===== src/rtl/wb_pkg.sv =====
// -----------------------------------------------------------------------------
// wb_pkg
// Shared definitions for the Wishbone arbiter/interconnect:
//   - wb_state_e : transaction FSM states (IDLE -> BUSY -> DONE)
//   - SEL_W      : width of the slave-select field taken from the address
//   - MIDX_W     : width of a master index (up to four masters)
//   - ERR_RDATA  : read data returned to a master on error/idle
// -----------------------------------------------------------------------------
package wb_pkg;

    localparam int          SEL_W     = 4;
    localparam int          MIDX_W    = 2;
    localparam logic [31:0] ERR_RDATA = 32'h0000_0000;

    typedef enum logic [1:0] {
        ST_IDLE = 2'd0,
        ST_BUSY = 2'd1,
        ST_DONE = 2'd2
    } wb_state_e;

endpackage


===== src/rtl/wb_rr_arbiter.sv =====
// -----------------------------------------------------------------------------
// wb_rr_arbiter
// Purely combinational round-robin arbiter. Starting at rr_ptr_i and wrapping
// around, the first requesting master wins.
// Ports:
//   req_i       in  N_MASTERS  request per master
//   rr_ptr_i    in  MIDX_W     highest-priority master index this round
//   gnt_o       out N_MASTERS  one-hot grant (all zero when no request)
//   gnt_idx_o   out MIDX_W     binary index of the granted master
//   gnt_valid_o out 1          at least one request present
// -----------------------------------------------------------------------------
module wb_rr_arbiter
    import wb_pkg::*;
#(
    parameter int N_MASTERS = 2
) (
    input  logic [N_MASTERS-1:0] req_i,
    input  logic [MIDX_W-1:0]    rr_ptr_i,
    output logic [N_MASTERS-1:0] gnt_o,
    output logic [MIDX_W-1:0]    gnt_idx_o,
    output logic                 gnt_valid_o
);

    int   cand;
    int   win;
    logic found;

    always_comb begin
        cand  = 0;
        win   = 0;
        found = 1'b0;
        // Walk the masters in priority order rr_ptr, rr_ptr+1, ... (mod N).
        // The inner loop compares against a constant index so no variable
        // bit-select into req_i is needed.
        for (int off = 0; off < N_MASTERS; off++) begin
            cand = int'(rr_ptr_i) + off;
            if (cand >= N_MASTERS) begin
                cand = cand - N_MASTERS;
            end
            for (int i = 0; i < N_MASTERS; i++) begin
                if (!found && (i == cand) && req_i[i]) begin
                    found = 1'b1;
                    win   = i;
                end
            end
        end
        gnt_valid_o = found;
        gnt_idx_o   = MIDX_W'(win);
        for (int i = 0; i < N_MASTERS; i++) begin
            gnt_o[i] = found && (i == win);
        end
    end

endmodule


===== src/rtl/wb_arb_intercon.sv =====
// -----------------------------------------------------------------------------
// wb_arb_intercon
// Shared-bus Wishbone interconnect: N_MASTERS masters arbitrated round-robin
// onto one bus, decoded to N_SLAVES windows by ADDR[SEL_LSB+3:SEL_LSB].
// One transaction at a time: IDLE (arbitrate, latch decode) -> BUSY (forward
// combinationally until ACK / ERR / abort) -> DONE (one quiet cycle, advance
// round-robin pointer) -> IDLE.
//
// Optional feature: define WB_TIMEOUT_EN to add a BUSY-cycle watchdog that
// terminates with m_ERR after TIMEOUT_CYC cycles without ACK. Without it,
// BUSY waits indefinitely for ACK or master abort.
//
// Ports (master k / slave k packed at [32k+31:32k] or bit k):
//   clk      in  1              sole clock
//   reset    in  1              asynchronous active-low reset
//   m_STB    in  N_MASTERS      master strobe
//   m_WE     in  N_MASTERS      master write enable
//   m_ADDR   in  32*N_MASTERS   master address
//   m_DAT_I  in  32*N_MASTERS   master write data
//   m_DAT_O  out 32*N_MASTERS   read data to masters
//   m_ACK    out N_MASTERS      acknowledge to masters
//   m_ERR    out N_MASTERS      error termination to masters
//   s_STB    out N_SLAVES       per-slave strobe
//   s_WE     out 1              write enable to slaves
//   s_ADDR   out 32             address to slaves
//   s_DAT_O  out 32             write data to slaves
//   s_DAT_I  in  32*N_SLAVES    read data from slaves
//   s_ACK    in  N_SLAVES       acknowledge from slaves
// -----------------------------------------------------------------------------
module wb_arb_intercon
    import wb_pkg::*;
#(
    parameter int N_MASTERS   = 2,
    parameter int N_SLAVES    = 8,
    parameter int SEL_LSB     = 28,
    parameter int TIMEOUT_CYC = 255
) (
    input  logic                    clk,
    input  logic                    reset,
    input  logic [N_MASTERS-1:0]    m_STB,
    input  logic [N_MASTERS-1:0]    m_WE,
    input  logic [32*N_MASTERS-1:0] m_ADDR,
    input  logic [32*N_MASTERS-1:0] m_DAT_I,
    output logic [32*N_MASTERS-1:0] m_DAT_O,
    output logic [N_MASTERS-1:0]    m_ACK,
    output logic [N_MASTERS-1:0]    m_ERR,
    output logic [N_SLAVES-1:0]     s_STB,
    output logic                    s_WE,
    output logic [31:0]             s_ADDR,
    output logic [31:0]             s_DAT_O,
    input  logic [32*N_SLAVES-1:0]  s_DAT_I,
    input  logic [N_SLAVES-1:0]     s_ACK
);

    wb_state_e          state_q, state_d;
    logic [MIDX_W-1:0]  grant_q, grant_d;
    logic [MIDX_W-1:0]  rr_ptr_q, rr_ptr_d;
    logic [SEL_W-1:0]   idx_q, idx_d;
`ifdef WB_TIMEOUT_EN
    logic [15:0]        tmo_q, tmo_d;
`endif

    logic [N_MASTERS-1:0] arb_gnt;
    logic [MIDX_W-1:0]    arb_idx;
    logic                 arb_valid;
    logic [SEL_W-1:0]     arb_sel;

    logic        sel_stb, sel_we;
    logic [31:0] sel_addr, sel_wdat;
    logic        sel_ack;
    logic [31:0] sel_rdat;
    logic        slave_ok;

    logic        fwd;         // bus driven toward slave idx_q this cycle
    logic        ack_to_m;
    logic        err_to_m;

    wb_rr_arbiter #(
        .N_MASTERS (N_MASTERS)
    ) u_arb (
        .req_i       (m_STB),
        .rr_ptr_i    (rr_ptr_q),
        .gnt_o       (arb_gnt),
        .gnt_idx_o   (arb_idx),
        .gnt_valid_o (arb_valid)
    );

    // Slave-select field of the master the arbiter is picking right now.
    always_comb begin
        arb_sel = '0;
        for (int i = 0; i < N_MASTERS; i++) begin
            if (arb_gnt[i]) begin
                arb_sel = m_ADDR[32*i + SEL_LSB +: SEL_W];
            end
        end
    end

    // Bus signals of the master holding the grant.
    always_comb begin
        sel_stb  = 1'b0;
        sel_we   = 1'b0;
        sel_addr = '0;
        sel_wdat = '0;
        for (int i = 0; i < N_MASTERS; i++) begin
            if (grant_q == MIDX_W'(i)) begin
                sel_stb  = m_STB[i];
                sel_we   = m_WE[i];
                sel_addr = m_ADDR[32*i +: 32];
                sel_wdat = m_DAT_I[32*i +: 32];
            end
        end
    end

    // Response of the decoded slave; windows beyond N_SLAVES have no slave.
    always_comb begin
        sel_ack = 1'b0;
        sel_rdat = ERR_RDATA;
        for (int i = 0; i < N_SLAVES; i++) begin
            if (idx_q == SEL_W'(i)) begin
                sel_ack  = s_ACK[i];
                sel_rdat = s_DAT_I[32*i +: 32];
            end
        end
    end

    assign slave_ok = (int'(idx_q) < N_SLAVES);

    always_comb begin
        state_d  = state_q;
        grant_d  = grant_q;
        rr_ptr_d = rr_ptr_q;
        idx_d    = idx_q;
        fwd      = 1'b0;
        ack_to_m = 1'b0;
        err_to_m = 1'b0;
`ifdef WB_TIMEOUT_EN
        tmo_d    = tmo_q;
`endif
        unique case (state_q)
            ST_IDLE: begin
                if (arb_valid) begin
                    grant_d = arb_idx;
                    idx_d   = arb_sel;
                    state_d = ST_BUSY;
`ifdef WB_TIMEOUT_EN
                    tmo_d   = '0;
`endif
                end
            end
            ST_BUSY: begin
                if (!sel_stb) begin
                    // Master withdrew: quietly abandon the cycle.
                    state_d = ST_DONE;
                end else if (!slave_ok) begin
                    err_to_m = 1'b1;
                    state_d  = ST_DONE;
                end else begin
                    fwd = 1'b1;
                    if (sel_ack) begin
                        // ACK takes priority over a watchdog expiring now.
                        ack_to_m = 1'b1;
                        state_d  = ST_DONE;
                    end
`ifdef WB_TIMEOUT_EN
                    else if (tmo_q == 16'(TIMEOUT_CYC - 1)) begin
                        // This is the TIMEOUT_CYC-th BUSY cycle without ACK.
                        err_to_m = 1'b1;
                        state_d  = ST_DONE;
                    end else begin
                        tmo_d = tmo_q + 16'd1;
                    end
`endif
                end
            end
            ST_DONE: begin
                rr_ptr_d = (grant_q == MIDX_W'(N_MASTERS - 1)) ? '0 : grant_q + MIDX_W'(1);
                state_d  = ST_IDLE;
            end
            default: begin
                state_d = ST_IDLE;
            end
        endcase
    end

    always_ff @(posedge clk or negedge reset) begin
        if (!reset) begin
            state_q  <= ST_IDLE;
            grant_q  <= '0;
            rr_ptr_q <= '0;
            idx_q    <= '0;
        end else begin
            state_q  <= state_d;
            grant_q  <= grant_d;
            rr_ptr_q <= rr_ptr_d;
            idx_q    <= idx_d;
        end
    end

`ifdef WB_TIMEOUT_EN
    always_ff @(posedge clk or negedge reset) begin
        if (!reset) begin
            tmo_q <= '0;
        end else begin
            tmo_q <= tmo_d;
        end
    end
`endif

    // Shared slave-side bus: zero whenever not forwarding.
    assign s_WE    = fwd & sel_we;
    assign s_ADDR  = fwd ? sel_addr : '0;
    assign s_DAT_O = fwd ? sel_wdat : '0;

    for (genvar gi = 0; gi < N_SLAVES; gi++) begin : g_slave
        assign s_STB[gi] = fwd && (idx_q == SEL_W'(gi));
    end

    // Only the granted master ever sees a response; everyone else reads zero.
    for (genvar gi = 0; gi < N_MASTERS; gi++) begin : g_master
        logic is_gnt;
        assign is_gnt                 = (grant_q == MIDX_W'(gi));
        assign m_ACK[gi]              = ack_to_m && is_gnt;
        assign m_ERR[gi]              = err_to_m && is_gnt;
        assign m_DAT_O[32*gi +: 32]   = (fwd && is_gnt) ? sel_rdat : ERR_RDATA;
    end

endmodule


===== config.mk =====
export PLATFORM = sky130hd
export DESIGN_NAME = wb_arb_intercon
export DESIGN_NICKNAME = d
export VERILOG_FILES = /design/src/rtl/wb_pkg.sv /design/src/rtl/wb_rr_arbiter.sv /design/src/rtl/wb_arb_intercon.sv
export SDC_FILE = /design/constraint.sdc
export NUM_CORES = 1
export LEC_CHECK = 0
export CORE_AREA = 10 10 199 201
export DETAILED_ROUTE_END_ITERATION = 8
export DIE_AREA = 0 0 209 211
export GPL_TIMING_DRIVEN = 0
export PLACE_DENSITY_LB_ADDON = 0.08
export SYNTH_ARGS = -nofsm -noshare
export SYNTH_HDL_FRONTEND = slang
export SYNTH_HIERARCHICAL = 1
export SYNTH_SLANG_ARGS = --single-unit
export TNS_END_PERCENT = 100

===== constraint.sdc =====
create_clock -name clk -period 4.1 [get_ports clk]
set_input_delay 0.82 -clock clk [delete_from_list [all_inputs] [get_ports clk]]
set_output_delay 0.82 -clock clk [all_outputs]
set_load 0.02 [all_outputs]

; After elaboration in Yosys (flattened, before gate mapping)
; Cells that the tools add are included.
[op_classes]
n_addsub = 4
magnitude_cmp = 3
eq_ne = 15
muxes = 55
bitwise = 1
reduce_logical = 34
[ops]
columns = op, n
row1 = 32-bit two-way mux, 18
row2 = 32-bit zero test, 3
row3 = 2-bit by 32-bit == test with 1-bit output (first input constant), 2
row4 = 32-bit by 3-bit greater-or-equal comparator with 1-bit output (second input constant), 1
row5 = 32-bit by 3-bit subtractor with 32-bit output (second input constant), 1
row6 = 1-bit two-way mux, 29
row7 = 1-bit logical AND, 23
row8 = 4-bit by 3-bit == test with 1-bit output (second input constant), 4
row9 = 2-bit two-way mux, 5
row10 = 4-bit by 2-bit == test with 1-bit output (second input constant), 2
row11 = 4-bit two-way mux, 2
row12 = 2-bit by 1-bit == test with 1-bit output (second input constant), 2
row13 = 4-bit by 1-bit == test with 1-bit output (second input constant), 1
row14 = 2-bit zero test, 2
row15 = 4-bit zero test, 1
row16 = 4-bit < comparator (second input constant), 1
row17 = 4-bit inequality test (second input constant), 1
row18 = 2-bit case mux with 2 select lines, 1
row19 = 2-bit AND reduction, 2
row20 = 2-bit by 1-bit adder with 3-bit output (second input constant), 1
row21 = 1-bit zero test, 3
row22 = 2-bit by 2-bit subtractor with 3-bit output (second input constant), 1
row23 = 2-bit by 1-bit adder with 2-bit output (second input constant), 1
row24 = 2-bit == test (second input constant), 1
row25 = other kinds (4), 4
[word_totals]
regBits = 10
output_inout_bits = 141

; Longest topological paths before layout
[logic_depth]
depth_word = 21
ltp_mapped = 8
ltp_nobuf = 6

; Modules after synthesis
; Netlist, hierarchy kept.
[by_module_without_submodules]
columns = module, n_inst, cells_each, area_each_um2
row1 = wb_arb_intercon, 1, 559, 3872.5
row2 = wb_rr_arbiter, 1, 9, 56.3

; Worst setup path before layout
; OpenSTA, ideal clock, no wires.
[synth_timing]
path_type = input to output
startpoint = input m_STB[1]
endpoint = output m_ERR[0]
arrival_ns = 2.217
required_ns = 3.280
slack_ns = 1.063
stages = 4
n_path_buf = 1
cell_sequence = mux2i_1 or3_4 clkbuf_1 nor4b_1
[synth_via]
elab_chain_cells = 4
[synth_lines]
columns = item, line_no
row1 = from (decl), wb_arb_intercon.sv:40  ; input logic [N_MASTERS-1:0] m_STB,
row2 = 1-bit two-way mux, wb_arb_intercon.sv:105  ; if (grant_q == MIDX_W'(i)) begin
row3 = 1-bit two-way mux, wb_arb_intercon.sv:151  ; if (!sel_stb) begin
row4 = 1-bit two-way mux, wb_arb_intercon.sv:139  ; unique case (state_q)
row5 = 1-bit logical AND, wb_arb_intercon.sv:223  ; assign m_ERR[gi] = err_to_m && is_gnt;
row6 = to (decl), wb_arb_intercon.sv:46  ; output logic [N_MASTERS-1:0] m_ERR,
; Every way passes these cells.

; Final worst setup path
[layout_timing]
startpoint = input m_STB[0]
endpoint = output s_ADDR[9]
[layout_via]
elab_chain_cells = 5
[layout_lines]
columns = item, line_no
row1 = 1-bit two-way mux (2 in a row), wb_arb_intercon.sv:105
row2 = 1-bit two-way mux, wb_arb_intercon.sv:151
row3 = 1-bit two-way mux, wb_arb_intercon.sv:139
row4 = 32-bit two-way mux, wb_arb_intercon.sv:211  ; assign s_ADDR = fwd ? sel_addr : '0;
row5 = to (decl), wb_arb_intercon.sv:49  ; output logic [31:0] s_ADDR,
; Every way passes these cells.

==> results.txt <==
status = completed
Hold/Removal Path Class = register to register
Max Clk Rate = 0.251 GHz
Final Util = 28.5%
syn nets = 966
Cells after Synth = 568
WL final = 41800 um
GRT Residual Overflow = 0
pwr dens = 345 nW/um^2
CTS tree = built
Cell variety after synth = 46
core area = 35400 um^2
Post-synth EDFFs = 0
Die Span X = 209 um
via count = 6777
die height = 211 um
Ys Warns = 6
IO buf count = 538
CP Data Required Time = 3.28 ns
Clk pwr share = 5.6%
Internal Power = 0.00161 W
share of cells above drive strength 1 = 8.72%
crit end category = output port
drc violations = 0
Synth async-reset ratio = 100%
fin cells = 1574
switch share = 53.7%
post-route antenna net violation count = 0
# H-tree levels = 1
Min Hold Slack = 0.514 ns
TritonCTS buffer count = 3
Gate power share = 88.9%
placed insts = 1567
area grow syn2layout = 157%
Starting DRT DRC Count = 312
crit path kind = input pin to output port
GRT Total Usage = 17.5%
placed instance area = 9890 um^2
P_sw = 0.00187 W
mean post-synth cell area = 6.92 um^2
Commonest cells post-synth = 72 x nor2_1, 65 x a22o_1, 56 x a21oi_1
Post-Layout Inst Area = 10100 um^2
worst-path maximum fanout = 10
Starting Density = 11.1%
Fin Clk Skew = 0.00222 ns
CP arrival = 3.17 ns
most area-hungry cell type in the Yosys netlist = a22o_1
clock slew at reported path FFs = 0.04 ns
FP Rows = 69
ys flop type = dfrtp_1
Final HPWL DP = 36400 um
post-layout minimum cycle time = 3.99 ns
Seq pwr share = 5.6%
largest net degree at the start of global routing = 11
filler cell count = 3956
synthesis-stage register bit count = 10
Static Leak = 4.68 nW
setup tns final = 0 ns
Top Ports = 539
maximum capacitance violations = 0
final setup violation count = 0
fin nets = 1511
first-pass GRT wire length = 56900 um
clk sinks = 10
die area = 44100 um^2
Max VDD drop = 0.140 mV
Worst Tran Pin Value = 0.802 ns
DR vias/cell = 4.31
clock root cell = clkbuf_16
synth top area cells = a22o_1 14%, mux2i_1 11%, a21oi_1 7.1%
CTS Hold Buffers Added = 0
relative slew slack = 46.4%
clock tree buffer depth = 2
Initial DRT Pass Iterations = 4
RD Place Congestion = 0.828
initial antenna violation count = 2
vias in the first global route = 7276
insertion delay to the later sink of the worst-skew pair = 0.24 ns
top-count cell post-synth = nor2_1
Synth top area share = 14.5%
final hold vios = 0
Slew Limit Fails = 0
Startpoint Class = input pin
synthesized area = 3930 um^2
average wire per standard cell = 26.6 um
post-route clock period utilization = 97.2%
sequential share of the synthesized area = 6.37%
placed cells by master, fill, tap and decap left out, types with 10 or more instances in the layout:
cell | netlist | final
buf_4 | 6 | 14
a2bb2oi_1 | 14 | 14
nor2_1 | 72 | 69
clkdlybuf4s50_1 | 0 | 417
o21ai_0 | 22 | 21
a22oi_1 | 10 | 10
mux2i_1 | 42 | 42
nand2_1 | 24 | 24
clkbuf_4 | 0 | 10
buf_2 | 28 | 18
a21o_1 | 20 | 20
dfrtp_1 | 10 | 10
a21oi_1 | 56 | 55
dlygate4sd2_1 | 0 | 84
o22ai_1 | 31 | 31
and2_1 | 21 | 21
clkbuf_2 | 0 | 14
mux2_2 | 10 | 10
a221oi_1 | 14 | 14
a22o_1 | 65 | 65
clkbuf_1 | 33 | 14
dlymetal6s2s_1 | 0 | 32
worst max-delay path, cell delays in order:
cell and delay, ns:
clkdlybuf4s50_1 0.56, mux2i_1 0.10, or3_4 0.43, nor3_4 0.22
clkbuf_4 0.27, a22o_1 0.16, clkdlybuf4s50_1 0.60
flip-flops by register name, summed over array words and instances (netlist names):
| register | flops |
|---|---|
| idx_q | 4 |
| grant_q | 2 |
| rr_ptr_q | 2 |
| state_q | 2 |
cells by family (layout without fill, tap and decap cells):
logic type,count (synthesis),count (layout),share of synthesized area [%]
AOI/OAI and AO/OA,265,265,48.5
and+or+nand+nor,161,161,20.0
buffers and inverters,74,618,8.53
muxes,57,57,16.4
DFF,10,10,6.37
other,1,2,0.0954
power groups by stage:
stage / registers, W / clock network [W] / logic (W)
after floorplan: 0.000174 / 0 / 0.00173
final: 0.000193 / 0.000195 / 0.00309
after global placement: 0.000192 / 0 / 0.00311
after global routing: 0.000199 / 0.000205 / 0.00335
after CTS: 0.000192 / 0.000197 / 0.00314
after detailed placement: 0.000192 / 0 / 0.00311
worst paths after layout:
| path | cells past startpoint | start | end | slack, ns |
|---|---|---|---|---|
| worst max-delay path | 7 | m_STB[0] | s_ADDR[9] | 0.11 |
| worst min-delay path | 2 | rr_ptr_q[1] | rr_ptr_q[1] | 0.51 |
| worst max register to register | 6 | idx_q[2] | state_q[1] | 1.77 |
| worst min register to register | 2 | rr_ptr_q[1] | rr_ptr_q[1] | 0.51 |
| max in group asynchronous | 1 | reset | state_q[0] | 2.86 |
| min in group asynchronous | 1 | reset | rr_ptr_q[1] | 0.92 |
timing repair:
action,CTS,global route
setup buffers,0,2
resized for setup,132,62
endpoints found under the setup margin,134,62
pin swaps,0,1
hold endpoints to repair,0,0
stage by stage:
stage	setup slack (ns)	total power [W]
after global routing	-0.00276	0.00376
after global placement	-0.382	0.00331
after detailed placement	-0.400	0.00331
after CTS	0.000599	0.00353
after floorplan	1.06	0.00191
final	0.115	0.00348
layout make-up:
class                   instances  area [um^2]  area share [%]
clock buffers                   4         88.8           0.879
multi-input cells             484         3400            33.6
repair buffers                540         5370            53.1
inverters                       3         11.3           0.111
well taps                     461          577            5.71
diodes                          1         2.50          0.0248
plain buffers                  71          409            4.05
flip-flops and latches         10          250            2.48
per-layer routing:
| metal | GRT usage, % | vias up | part of all wire [%] |
|---|---|---|---|
| met5 | 0 | - | 0 |
| met4 | 2.08 | 0 | 0.86 |
| met3 | 4.83 | 14 | 7.0 |
| met2 | 31.8 | 288 | 51 |
| met1 | 20.5 | 3193 | 41 |
| li1 | - | 3282 | - |
Power figures use the tool's default switching activity.
